## src/rtl/lock_ctrl.sv

```systemverilog
// Lock controller: checks submitted codes, drives unlock/relock timing, counts failures
// and enforces alarm lockout. Define LOCK_PROG_CODE_EN to allow reprogramming while open.
module lock_ctrl #(
    parameter int unsigned           CODE_LEN       = 4,
    parameter int unsigned           MAX_ATTEMPTS   = 3,
    parameter int unsigned           UNLOCK_CYCLES  = 500,
    parameter int unsigned           LOCKOUT_CYCLES = 1000,
    parameter logic [4*CODE_LEN-1:0] DEFAULT_CODE   = 16'h1234
) (
    input  logic                                clk,
    input  logic                                rst_n,
    input  logic                                submit,
    input  logic                                full,
    input  logic [4*CODE_LEN-1:0]               entered_code,
    input  logic                                relock,
    input  logic                                prog,
    output logic                                unlocked,
    output logic                                alarm,
    output logic                                err,
    output logic                                clear_entry,
    output logic                                ready,
    output logic [$clog2(MAX_ATTEMPTS+1)-1:0]   attempts_left,
    output logic                                prog_done
);

    localparam int unsigned CW   = 4 * CODE_LEN;
    localparam int unsigned AW   = $clog2(MAX_ATTEMPTS + 1);
    localparam int unsigned TMAX = (UNLOCK_CYCLES > LOCKOUT_CYCLES) ? UNLOCK_CYCLES
                                                                    : LOCKOUT_CYCLES;
    localparam int unsigned TW   = $clog2(TMAX + 1);

    localparam logic [TW-1:0] UnlockLoad  = TW'(UNLOCK_CYCLES);
    localparam logic [TW-1:0] LockoutLoad = TW'(LOCKOUT_CYCLES);
    localparam logic [AW-1:0] MaxFails    = AW'(MAX_ATTEMPTS);

    typedef enum logic [1:0] {StIdle, StCheck, StOpen, StLockout} state_e;

    state_e        state_q, state_d;
    logic [CW-1:0] cap_code_q, cap_code_d;
    logic          cap_full_q, cap_full_d;
    logic [AW-1:0] fail_q, fail_d, fail_inc;
    logic [TW-1:0] timer_q, timer_d;
    logic          err_q, err_d;
    logic          clear_q, clear_d;
    logic [CW-1:0] stored_code;

`ifdef LOCK_PROG_CODE_EN
    logic [CW-1:0] stored_code_q, stored_code_d;
    logic          prog_done_q, prog_done_d;

    assign stored_code = stored_code_q;
    assign prog_done   = prog_done_q;

    always_ff @(posedge clk or negedge rst_n) begin
        if (!rst_n) begin
            stored_code_q <= DEFAULT_CODE;
            prog_done_q   <= 1'b0;
        end else begin
            stored_code_q <= stored_code_d;
            prog_done_q   <= prog_done_d;
        end
    end
`else
    logic unused_prog;

    assign stored_code = DEFAULT_CODE;
    assign prog_done   = 1'b0;
    assign unused_prog = prog;
`endif

    assign fail_inc = fail_q + AW'(1);

    always_comb begin
        state_d    = state_q;
        cap_code_d = cap_code_q;
        cap_full_d = cap_full_q;
        fail_d     = fail_q;
        timer_d    = timer_q;
        err_d      = 1'b0;
        clear_d    = 1'b0;
`ifdef LOCK_PROG_CODE_EN
        stored_code_d = stored_code_q;
        prog_done_d   = 1'b0;
`endif
        unique case (state_q)
            StIdle: begin
                if (submit) begin
                    state_d    = StCheck;
                    cap_code_d = entered_code;
                    cap_full_d = full;
                    clear_d    = 1'b1;
                end
            end
            StCheck: begin
                if (cap_full_q && (cap_code_q == stored_code)) begin
                    state_d = StOpen;
                    fail_d  = '0;
                    timer_d = UnlockLoad;
                end else begin
                    err_d  = 1'b1;
                    fail_d = fail_inc;
                    if (fail_inc == MaxFails) begin
                        state_d = StLockout;
                        timer_d = LockoutLoad;
                    end else begin
                        state_d = StIdle;
                    end
                end
            end
            StOpen: begin
                // relock takes priority over programming and timer expiry
                if (relock) begin
                    state_d = StIdle;
`ifdef LOCK_PROG_CODE_EN
                end else if (prog && full) begin
                    stored_code_d = entered_code;
                    prog_done_d   = 1'b1;
                    clear_d       = 1'b1;
                    timer_d       = UnlockLoad;
`endif
                end else if (timer_q <= TW'(1)) begin
                    state_d = StIdle;
                end else begin
                    timer_d = timer_q - TW'(1);
                end
            end
            StLockout: begin
                if (timer_q <= TW'(1)) begin
                    state_d = StIdle;
                    fail_d  = '0;
                end else begin
                    timer_d = timer_q - TW'(1);
                end
            end
            default: state_d = StIdle;
        endcase
    end

    always_ff @(posedge clk or negedge rst_n) begin
        if (!rst_n) begin
            state_q    <= StIdle;
            cap_code_q <= '0;
            cap_full_q <= 1'b0;
            fail_q     <= '0;
            timer_q    <= '0;
            err_q      <= 1'b0;
            clear_q    <= 1'b0;
        end else begin
            state_q    <= state_d;
            cap_code_q <= cap_code_d;
            cap_full_q <= cap_full_d;
            fail_q     <= fail_d;
            timer_q    <= timer_d;
            err_q      <= err_d;
            clear_q    <= clear_d;
        end
    end

    assign unlocked      = (state_q == StOpen);
    assign alarm         = (state_q == StLockout);
    assign ready         = (state_q == StIdle);
    assign err           = err_q;
    assign clear_entry   = clear_q;
    assign attempts_left = MaxFails - fail_q;

endmodule

```

## config.mk

```make
export PLATFORM = sky130hd
export DESIGN_NAME = lock_ctrl
export DESIGN_NICKNAME = d
export VERILOG_FILES = /design/src/rtl/lock_ctrl.sv
export SDC_FILE = /design/constraint.sdc
export NUM_CORES = 1
export LEC_CHECK = 0
export CORE_ASPECT_RATIO = 1.4
export CORE_MARGIN = 2
export CORE_UTILIZATION = 40
export CTS_BUF_LIST = sky130_fd_sc_hd__clkbuf_4 sky130_fd_sc_hd__clkbuf_8
export DETAILED_ROUTE_END_ITERATION = 6
export HOLD_SLACK_MARGIN = 0.03
export PLACE_DENSITY = 0.71
export SYNTH_ARGS = -nofsm -noshare
export SYNTH_HDL_FRONTEND = slang
export SYNTH_SLANG_ARGS = --single-unit
```

## constraint.sdc

```tcl
create_clock -name clk -period 2.4 [get_ports clk]
set_input_delay 0.48 -clock clk [delete_from_list [all_inputs] [get_ports clk]]
set_output_delay 0.48 -clock clk [all_outputs]
set_load 0.02 [all_outputs]
```

==> flow_metrics.env, run 1 <==
export IMPL_run_status="finished, final reports clean"
export IMPL_critPathKind="register to register"
export IMPL_cts_buffers=5
export IMPL_cpMaxStageDelayCell="or4_4"
export IMPL_clkSlewWorstSetupHoldPaths_ns=0.06
export IMPL_fin_crit_sh=0.9444
export IMPL_layout_common_cells="33 x dfrtp_1, 27 x clkdlybuf4s50_1, 17 x mux2_2"
export IMPL_rsz0062_at_grt="false"
export IMPL_ir_drop_mv=0.6504
export IMPL_syn_inst=133
export IMPL_ys_flop_type="dfrtp_1"
export IMPL_drcViolationCount=0
export IMPL_clock_fmax_ghz=0.4412
export IMPL_path_cells="or4_4, o41ai_4, or2_1, a22oi_1, o2bb2a_4"
export IMPL_drt_pass1_iterations=4
export IMPL_skew_ns=0.003242
export IMPL_grt_antenna_before_repair=0
export IMPL_layout_nets=194
export IMPL_async_flop_share=1.000
export IMPL_wl_per_cell_um=15.07
export IMPL_grt_total_usage=0.1644
export IMPL_arrival_ns=2.45
export IMPL_p_leak_nw=0.8558
export IMPL_critPathTopFamily="simple AND/OR/NAND/NOR gates"
export IMPL_startpoint_type="register"
export IMPL_fin_crit_ns=2.267
export IMPL_setup_tns_ns=0
export IMPL_core_rowCount=27
export IMPL_initial_core_util=0.4138
export IMPL_io_pins=30
export IMPL_syn_num_nets=158
export IMPL_design_area_um2=2069
export IMPL_power_density_nw_per_um2=1212
export IMPL_yosys_warnings=0
export IMPL_placed_cells=205
export IMPL_layout_commonest_cell="dfrtp_1"
export IMPL_ys_ff_latch=33
export IMPL_grt_max_degree=34
export IMPL_dieHeight_um=79.02
export IMPL_synth_cell_types=49
export IMPL_netlist_area_um2=1608
export IMPL_cts_setup_buffers=0
export IMPL_hold_viol=0
export IMPL_ctsHoldBuffers=0
export IMPL_dpl_cell_area_um2=1948
export IMPL_cts_tree="built"
export IMPL_clock_latency_ns=0.29
export IMPL_critPathBufInv=0
export IMPL_max_stage_delay_ns=0.58
export IMPL_overflow=0
export IMPL_gp_congestion=0.8754
export IMPL_num_vias=1153
export IMPL_finalSetupViolations=0
export IMPL_hold_path_class="register to register"
export IMPL_worstPathMaxFanout=9
export IMPL_dp_hpwl_um=2377
export IMPL_wl_um=3209
export IMPL_yosysSeqAreaShare=0.5136
export IMPL_layout_drive_gt1_share=0.2824
export IMPL_fin_cells=213
export IMPL_diodes=0
export IMPL_dieArea_um2=4550
export IMPL_holdWs_ns=0.4955
export IMPL_maxCapViolCount=0
export IMPL_cts_sinks=33
export IMPL_portBuffers=27
export IMPL_cts_root_buf="clkbuf_8"
export IMPL_ant_nets=0
export IMPL_synth_edf_count=0
export IMPL_ctsLongestPathBuffers=2
export IMPL_core_area_um2=3885
export IMPL_fin_util=0.5327
export IMPL_crit_path_end_kind="register"
export IMPL_crit_required_ns=2.58
export IMPL_cts_max_level=2
export IMPL_syn_to_final_growth_pct=28.72
export IMPL_dieWidth_um=57.58
export IMPL_grt_pass1_vias=1247
export IMPL_synth_area_per_cell_um2=12.09
export IMPL_drtIter0Drc=45
export IMPL_grt_first_pass_wirelength_um=5727
export IMPL_drv_slew=0
export IMPL_via_per_inst=5.413
## report_power, final
| part | leakage (nW) | internal, mW | switching, mW |
|---|---|---|---|
| clock network | 0.0542 | 0.259 | 0.200 |
| registers | 0.380 | 0.811 | 0.197 |
| logic | 0.422 | 0.567 | 0.474 |
| total | 0.856 | 1.64 | 0.871 |
## metrics by stage
| step | setup WS (ns) | total power [mW] |
|---|---|---|
| after floorplan | 0.1215 | 1.718 |
| after global placement | 0.1071 | 1.986 |
| after detailed placement | -0.01304 | 2.052 |
| after CTS | 0.004237 | 2.516 |
| after global routing | 0.03450 | 2.705 |
| final | 0.1335 | 2.508 |
## registers in the layout (all words and copies together), names as in the netlist
signal,cells
cap_code_q,16
cap_full_q,1
clear_entry,1
err,1
fail_q,2
state_q,2
timer_q,10
## kinds of logic (layout without fill, tap and decap cells)
kind of cell,count (synthesis),after routing,synth area share
simple gates,41,41,0.1603
flops,33,33,0.5136
compound gates,22,22,0.1183
mux,17,17,0.1191
buf+inv,13,50,0.04669
fa+ha+maj,3,3,0.02335
xor+xnor,3,3,0.01635
other cells,1,1,0.002332
## worst register-to-register path: cells and delay by family, from the launching register on
kind / cells / cell delay, ns
flip-flops: 1 / 0.44
AO/OA/AOI/OAI: 3 / 0.76
AND/OR/NAND/NOR: 2 / 0.95
## per-layer routing
layer / GRT usage / routed length, um / share of wire / up-vias
met3: 0.04723 / 140 / 0.044 / 9
li1: - / - / - / 547
met4: 0.06977 / 82 / 0.026 / 0
met2: 0.2830 / 1712 / 0.53 / 30
met5: 0 / 0 / 0 / -
met1: 0.1866 / 1273 / 0.40 / 567
## final timing paths
path	cells past startpoint	from	endpoint	slack, ns
min in group asynchronous	2	rst_n	timer_q[8]	0.59
max in group asynchronous	2	rst_n	fail_q[1]	1.51
worst max-delay path	5	timer_q[4]	timer_q[4]	0.13
worst min register to register	1	fail_q[0]	fail_q[0]	0.50
worst max register to register	5	timer_q[4]	timer_q[4]	0.13
worst min-delay path	1	fail_q[0]	fail_q[0]	0.50
## cells in the mapped netlist, types with 2 or more instances
master   count  area share
xnor2_1      2       0.011
a31oi_1      2      0.0078
dfrtp_1     33        0.51
inv_1        7       0.016
buf_6        3       0.021
or4_2        3       0.016
nor3_1       4       0.012
mux2_2      17        0.12
nand3_1      5       0.016
nand2_1      6       0.014
ha_1         3       0.023
a21oi_1      3      0.0093
nor2_1       6       0.014
o21ai_0      4       0.012
## timing repair
| item | in CTS | in global routing |
|---|---|---|
| gates cloned | 0 | 0 |
| endpoints found under the setup margin | 1 | 2 |
| gates resized for setup | 1 | 3 |
## layout make-up
cell class                 count  area (um^2)
sequential                    33        825.8
timing repair buffer          35        330.3
clock inverter                 1        5.005
fill                         340         1815
tap                           43        53.80
clock buffer                   7        96.34
inverter                       7        26.28
multi-input combinational     87        732.0
Power figures use the tool's default switching activity.
==> inputs of run 2 (changes only) <==
Settings changed: CTS_CLUSTER_DIAMETER set to 200, SLEW_MARGIN set to 20.
==> results of run 2 <==
Same layout as run 1: the final DEF is identical, and so are final timing and power.
